==> src/rtl/alu_request_arbiter.sv <==
// Round-robin arbiter sharing one ALU between two valid/ready requesters.
// Optional error reporting on ops 12-15 and divide-by-zero: ALU_ARB_ERR_CHECK_EN.
module alu_request_arbiter #(
   parameter int ISSUE_CYCLES = 1
) (
   input  logic        clk,
   input  logic        rst,
   input  logic        req0_valid,
   output logic        req0_ready,
   input  logic [3:0]  req0_op,
   input  logic [15:0] req0_a,
   input  logic [15:0] req0_b,
   input  logic        req1_valid,
   output logic        req1_ready,
   input  logic [3:0]  req1_op,
   input  logic [15:0] req1_a,
   input  logic [15:0] req1_b,
   output logic [15:0] alu_instr,
   output logic [15:0] alu_a,
   output logic [15:0] alu_b,
   output logic        alu_en,
   input  logic [15:0] alu_result,
   output logic        rsp_valid,
   input  logic        rsp_ready,
   output logic        rsp_id,
   output logic [15:0] rsp_data,
   output logic        rsp_err
);

   localparam logic [1:0] S_IDLE = 2'd0;
   localparam logic [1:0] S_EXEC = 2'd1;
   localparam logic [1:0] S_RESP = 2'd2;

   localparam logic [3:0] LAST_CNT = 4'(ISSUE_CYCLES - 1);

   logic [1:0]  state_q, state_d;
   logic        last_q, last_d;
   logic [3:0]  op_q, op_d;
   logic [15:0] a_q, a_d;
   logic [15:0] b_q, b_d;
   logic        id_q, id_d;
   logic [3:0]  cnt_q, cnt_d;
   logic [15:0] data_q, data_d;
   logic        err_q, err_d;

   logic        idle;
   logic        win;
   logic        hs;
   logic [3:0]  sel_op;
   logic [15:0] sel_a;
   logic [15:0] sel_b;
   logic        bad_op;
   logic        div0;

   // Winner: sole valid requester, or the one not granted last on a tie
   always_comb begin
      win = req1_valid;
      if (req0_valid && req1_valid)
         win = ~last_q;
   end

   assign idle       = (state_q == S_IDLE);
   assign req0_ready = idle & req0_valid & ~win;
   assign req1_ready = idle & req1_valid & win;
   assign hs         = req0_ready | req1_ready;
   assign sel_op     = win ? req1_op : req0_op;
   assign sel_a      = win ? req1_a : req0_a;
   assign sel_b      = win ? req1_b : req0_b;

`ifdef ALU_ARB_ERR_CHECK_EN
   assign bad_op = (sel_op[3:2] == 2'b11);
   assign div0   = ((op_q == 4'd3) || (op_q == 4'd4)) && (b_q == 16'd0);
`else
   assign bad_op = 1'b0;
   assign div0   = 1'b0;
`endif

   // Next-state and datapath register updates for IDLE/EXEC/RESP
   always_comb begin
      state_d = state_q;
      last_d  = last_q;
      op_d    = op_q;
      a_d     = a_q;
      b_d     = b_q;
      id_d    = id_q;
      cnt_d   = cnt_q;
      data_d  = data_q;
      err_d   = err_q;
      case (state_q)
         S_IDLE: begin
            if (hs) begin
               op_d    = sel_op;
               a_d     = sel_a;
               b_d     = sel_b;
               id_d    = win;
               last_d  = win;
               cnt_d   = 4'd0;
               err_d   = 1'b0;
               state_d = S_EXEC;
               // Undefined ops bypass the ALU entirely
               if (bad_op) begin
                  data_d  = 16'd0;
                  err_d   = 1'b1;
                  state_d = S_RESP;
               end
            end
         end
         S_EXEC: begin
            cnt_d = cnt_q + 4'd1;
            if (cnt_q == LAST_CNT) begin
               data_d  = alu_result;
               err_d   = div0;
               state_d = S_RESP;
            end
         end
         S_RESP: begin
            if (rsp_ready)
               state_d = S_IDLE;
         end
         default: state_d = S_IDLE;
      endcase
   end

   // State registers; reset discards any in-flight op
   always_ff @(posedge clk or posedge rst) begin
      if (rst) begin
         state_q <= S_IDLE;
         last_q  <= 1'b1;
         op_q    <= 4'd0;
         a_q     <= 16'd0;
         b_q     <= 16'd0;
         id_q    <= 1'b0;
         cnt_q   <= 4'd0;
         data_q  <= 16'd0;
         err_q   <= 1'b0;
      end else begin
         state_q <= state_d;
         last_q  <= last_d;
         op_q    <= op_d;
         a_q     <= a_d;
         b_q     <= b_d;
         id_q    <= id_d;
         cnt_q   <= cnt_d;
         data_q  <= data_d;
         err_q   <= err_d;
      end
   end

   assign alu_en    = (state_q == S_EXEC);
   assign alu_instr = alu_en ? {12'h000, op_q} : 16'd0;
   assign alu_a     = alu_en ? a_q : 16'd0;
   assign alu_b     = alu_en ? b_q : 16'd0;
   assign rsp_valid = (state_q == S_RESP);
   assign rsp_id    = id_q;
   assign rsp_data  = data_q;
   assign rsp_err   = err_q;

endmodule

==> config.mk <==
export PLATFORM = sky130hd
export DESIGN_NAME = alu_request_arbiter
export DESIGN_NICKNAME = d
export VERILOG_FILES = /design/src/rtl/alu_request_arbiter.sv
export SDC_FILE = /design/constraint.sdc
export NUM_CORES = 1
export LEC_CHECK = 0
export ABC_AREA = 0
export BUFFER_PORTS_ARGS = -buffer_cell sky130_fd_sc_hd__buf_4
export CAP_MARGIN = 10
export CORE_ASPECT_RATIO = 1.4
export CORE_MARGIN = 5
export CORE_UTILIZATION = 45
export DETAILED_ROUTE_END_ITERATION = 7
export PLACE_DENSITY = 0.79
export SLEW_MARGIN = 10
export SYNTH_ARGS = -nofsm -noshare
export SYNTH_HDL_FRONTEND = slang
export SYNTH_SLANG_ARGS = --single-unit
==> constraint.sdc <==
create_clock -name clk -period 1.9 [get_ports clk]
set_input_delay 0.19 -clock clk [delete_from_list [all_inputs] [get_ports clk]]
set_output_delay 0.19 -clock clk [all_outputs]
set_load 0.05 [all_outputs]
-- After elaboration in Yosys (flattened, before gate mapping)
Index checks and enable logic that the tools add are counted.
- bitwise gates (word level): 7
- mux-type cells: 16
- reduce and logical (&&, ||, !) cells: 9
- equality and inequality tests: 5
- add/subtract/negate cells: 1
- operators with widths (operator ; number):
    2-to-1 mux 16 bit ; 4
    2-to-1 mux 4 bit ; 3
    case mux 4 bit (2 select lines) ; 1
    2-to-1 mux 2 bit ; 3
    != test 2 x 1 -> 1 bit (second input constant) ; 3
    case mux 2 bit (3 select lines) ; 1
    AND reduction 2 bit ; 3
    AND reduction 3 bit ; 2
    adder 4 x 1 -> 4 bit (second input constant) ; 1
    bitwise AND 1 bit ; 4
    logical NOT 4 bit ; 1
    2-to-1 mux 1 bit ; 3
    equality test 2 x 1 -> 1 bit (second input constant) ; 1
    equality test 2 bit (second input constant) ; 1
    logical NOT 2 bit ; 1
    NOT 1 bit ; 2
    case mux 1 bit (2 select lines) ; 1
    nonzero test 2 bit ; 1
    logical AND 1 bit ; 1
    bitwise OR 1 bit ; 1
- output and inout bits: 70
- flip-flop bits (word level): 61
- word-level logic and storage cells: 47
- input port bits: 93

-- Longest topological paths before layout
- depth after elaboration: 7
- gate-level depth with buffers: 6
- gate-level depth less buffers: 5

-- Worst setup path after synthesis
No wires, ideal clock.
- kind: flip-flop to flip-flop
- start: register last_q
- end: register id_q (netlist: rsp_id)
- setup time: 71 ps
- period minus slack after synthesis: 2111 ps
- setup slack: -211 ps
- arrival: 2041 ps
- data required time: 1829 ps
- cell stages (with the launch flop): 6
- path buffers: 2
- cells stage by stage: dfstp_2 a21bo_1 buf_6 buf_6 nor3_1 a21o_1
- elaborated cells on any way between the ends: 7
- classes of those cells: mux (1); bitwise (5); reduce/logical (1)
- RTL lines (item ; line ; RTL):
    from (decl) ; 37 ; logic last_q, last_d;
    from (signal assigned) ; 138 ; last_q <= last_d;
    NOT 1 bit ; 59 ; win = ~last_q;
    2-to-1 mux 1 bit ; 58 ; if (req0_valid && req1_valid)
    bitwise AND 1 bit ; 64 ; assign req1_ready = idle & req1_valid & win;
    via req1_ready ; 14 ; output logic req1_ready,
    bitwise OR 1 bit ; 65 ; assign hs = req0_ready | req1_ready;
    AND reduction 2 bit (no line) ; -- ;
    to (signal assigned) ; 142 ; id_q <= id_d;
    to (decl) ; 41 ; logic id_q, id_d;
The timed path passes the listed nets, and every way through them passes these cells.
A chain may end at the register's enable or synchronous reset.

-- Worst setup path in the final report
- start: register state_q[1]
- end: output port alu_b[2]
- cells in the longest elaborated chain, start to end: 2
- ends and longest elaborated chain (item ; line ; RTL):
    from (decl) ; 36 ; logic [1:0] state_q, state_d;
    from (signal assigned) ; 137 ; state_q <= state_d;
    equality test 2 x 1 -> 1 bit ; 149 ; assign alu_en = (state_q == S_EXEC);
    2-to-1 mux 16 bit ; 152 ; assign alu_b = alu_en ? b_q : 16'd0;
    to (decl) ; 20 ; output logic [15:0] alu_b,
Every way passes these cells.

==> impl_metrics.toml <==
[timing]
finClkSkew_ns = 0.006536
worst_pin_slew_ns = 1.172
fin_tns_setup_ns = 0
period_needed_ns = 1.829
min_period_over_period = 0.9628
relSlewSlack = 0.2157
rsz0062_at_grt = "false"
hold_viol = 0
drv_slew = 0
setup_violations = 0
hold_slack_ns = 0.04385
max_freq_mhz = 546.7

[clock_tree]
clkSinkCount = 60
cts_tree = "done"
cts_inserted_buffers = 9
ctsHtreeMaxLevel = 3
clk_pin_slew_ns = 0.07
cts_root_buf = "clkbuf_8"
clk_latency_ns = 0.33
clk_path_buf_depth = 2

[global_routing]
grt_busiest_layer = "met2"
met1_usage = 0.1733
antenna_found_initial = 0
grt_overflow_total = 0
grt_pass1_vias = 2410
grt_start_max_net_pins = 39
globalRouteMet3Util = 0.04426
use_met2 = 0.3032
track_usage = 0.1656
grt_pass1_wl_um = 11100

[routing]
ant_nets = 0
vias_per_cell = 4.764
drtPass1Iterations = 4
drc = 0
drt_iter0_markers = 128
num_vias = 2382
post_drt_wl_per_cell_um = 15.63
wirelength_um = 7813

[worst_setup_path]
r2r-end = "b_q[10]"
reg2reg_slack_ns = 0.20
crit_start = "state_q[1]"
cp-end-kind = "primary output"
cp-start-kind = "flip-flop"
worst_r2r_startpoint = "last_q"
path_class = "reg2out"
r2r_cells = 4
crit_arrival_ns = 1.64
critPathRequiredTime_ns = 1.71
path_max_fanout = 32

[synthesis]
ys_seq_elements = 60
synth_cells = 246
ys_warn_count = 0
synth_area_per_cell_um2 = 12.92
synth_cell_types = 30
synth.cell_area_um2 = 3179
yosysSeqAreaShare = 0.4726

[worst_hold_path]
hold_path_depth = 2
whs_endpoint = "state_q[1]"
worstHoldPathType = "in2reg"
holdCritStartpoint = "rsp_ready"

[flow_run]
drv_cap = 0

[placed_design]
gp_congestion = 0.7334
portBuffers = 149
dp_hpwl_um = 5761

[pwr]
power.density_nw_per_um2 = 1927
peakVddDrop_mv = 0.9468
leakage_uw = 0.002329

[floorplan]
io-pin-count = 163
die_h_um = 109.5
core_region_area_um2 = 6937
fp.dieW_um = 81.04
die_area_um2 = 8870
start_util = 0.4583
num_rows = 36

[finish]
final_common_cell = "buf_4"
area_growth_pct = 47.46
antennaDiodeCount = 0
drive_gt1_frac = 0.6543
layout_common_cells = "buf_4 (146), mux2_2 (68), dfrtp_1 (58)"
layout.nets = 495

[outcome]
outcome = "complete, no violations"
[critical path, stage by stage, from the launching register on]
cell and delay, ns:
dfrtp_2 0.47, nand2b_1 0.20, inv_2 0.11, buf_12 0.17
and2_1 0.14, buf_4 0.20
[what timing repair did]
action,4_1_cts,5_1_grt
resized for setup,1,9
endpoints found under the setup margin,6,36
setup buffers,0,0
endpoints found under the hold margin,23,0
pin swaps,0,0
cloned,0,1
hold buffers,1,0
[where the power goes]
group / internal (µW) / switching, µW / leakage (µW)
logic: 2080 / 3260 / 0.00149
registers: 1930 / 333 / 0.000707
clock network: 942 / 486 / 0.000127
total: 4950 / 4080 / 0.00233
[layout make-up]
type / instances / area [µm²]
Clock buffer: 12 / 155.1
Clock inverter: 4 / 95.09
Fill cell: 550 / 2248
Inverter: 5 / 18.77
Multi-Input combinational cell: 167 / 1546
Sequential cell: 60 / 1504
Tap cell: 95 / 118.9
Timing Repair Buffer: 157 / 1250
[cell usage after synthesis (all sizes together)]
cell	count	area, µm²
nand2	4	15.01
clkbuf	4	15.01
o31ai	1	7.510
conb	1	3.750
buf	22	163.9
mux2i	1	10.01
a21o	1	7.510
a21oi	1	5.000
a31oi	1	6.260
mux2	88	1059
nand4	1	6.260
and3	1	6.260
nor3b	1	7.510
dfrtp	59	1476
xnor2	1	8.760
nand2b	2	12.51
nor3	2	10.01
and2	37	231.5
nand3b	1	7.510
o21ai	6	30.03
nor2	2	10.01
dfstp	1	26.28
a21bo	1	10.01
inv	5	18.77
ha	2	25.02
[registers in the layout (all words and copies together), names as in the netlist]
register / cells
op_q: 4
cnt_q: 4
rsp_data: 16
last_q: 1
rsp_id: 1
a_q: 16
state_q: 2
b_q: 16
[routing by layer]
metal  wire length [µm]  share of wire  vias to the layer above
met5                  0              0                        -
met4                199          0.025                        0
met3                523          0.067                       14
met2               4284           0.55                       93
met1               2805           0.36                     1154
li1                   -              -                     1121
[kinds of logic after synthesis]
kind of cell | after synthesis | share of synthesized area
AO/OA/AOI/OAI | 11 | 0.02086
XOR/XNOR | 1 | 0.002755
adder cells (fa/ha/maj) | 2 | 0.007870
buffers and inverters | 31 | 0.06218
flip-flops | 60 | 0.4727
multiplexers | 89 | 0.3361
other | 1 | 0.001180
AND/OR/NAND/NOR | 51 | 0.09642
[through the flow]
| stage | utilization | instance area [µm²] | cells | setup slack, ns | power (µW) |
|---|---|---|---|---|---|
| after CTS | 0.6676 | 4631 | 499 | 0.01419 | 9025 |
| final | 0.6759 | 4688 | 500 | 0.07072 | 9034 |
| after floorplan | - | 3231 | 258 | 0.1364 | 6038 |
| after detailed placement | 0.6299 | 4369 | 482 | 0.05783 | 7578 |
| after global placement | 0.6299 | 4369 | 482 | 0.1251 | 7435 |
| after global routing | 0.6759 | 4688 | 500 | 0.0005893 | 9449 |
[worst max path at each step]
stage | endpoint | slack (ns) | depth (start not counted)
6_report | alu_b[2] | 0.07 | 5
5_1_grt | alu_b[3] | 0.0006 | 5
4_1_cts | alu_a[15] | 0.01 | 5
3_5_place_dp | a_q[15] | 0.06 | 3
3_3_place_gp | b_q[2] | 0.13 | 3
2_1_floorplan | alu_a[11] | 0.14 | 5
(Power assumes the default switching activity.)
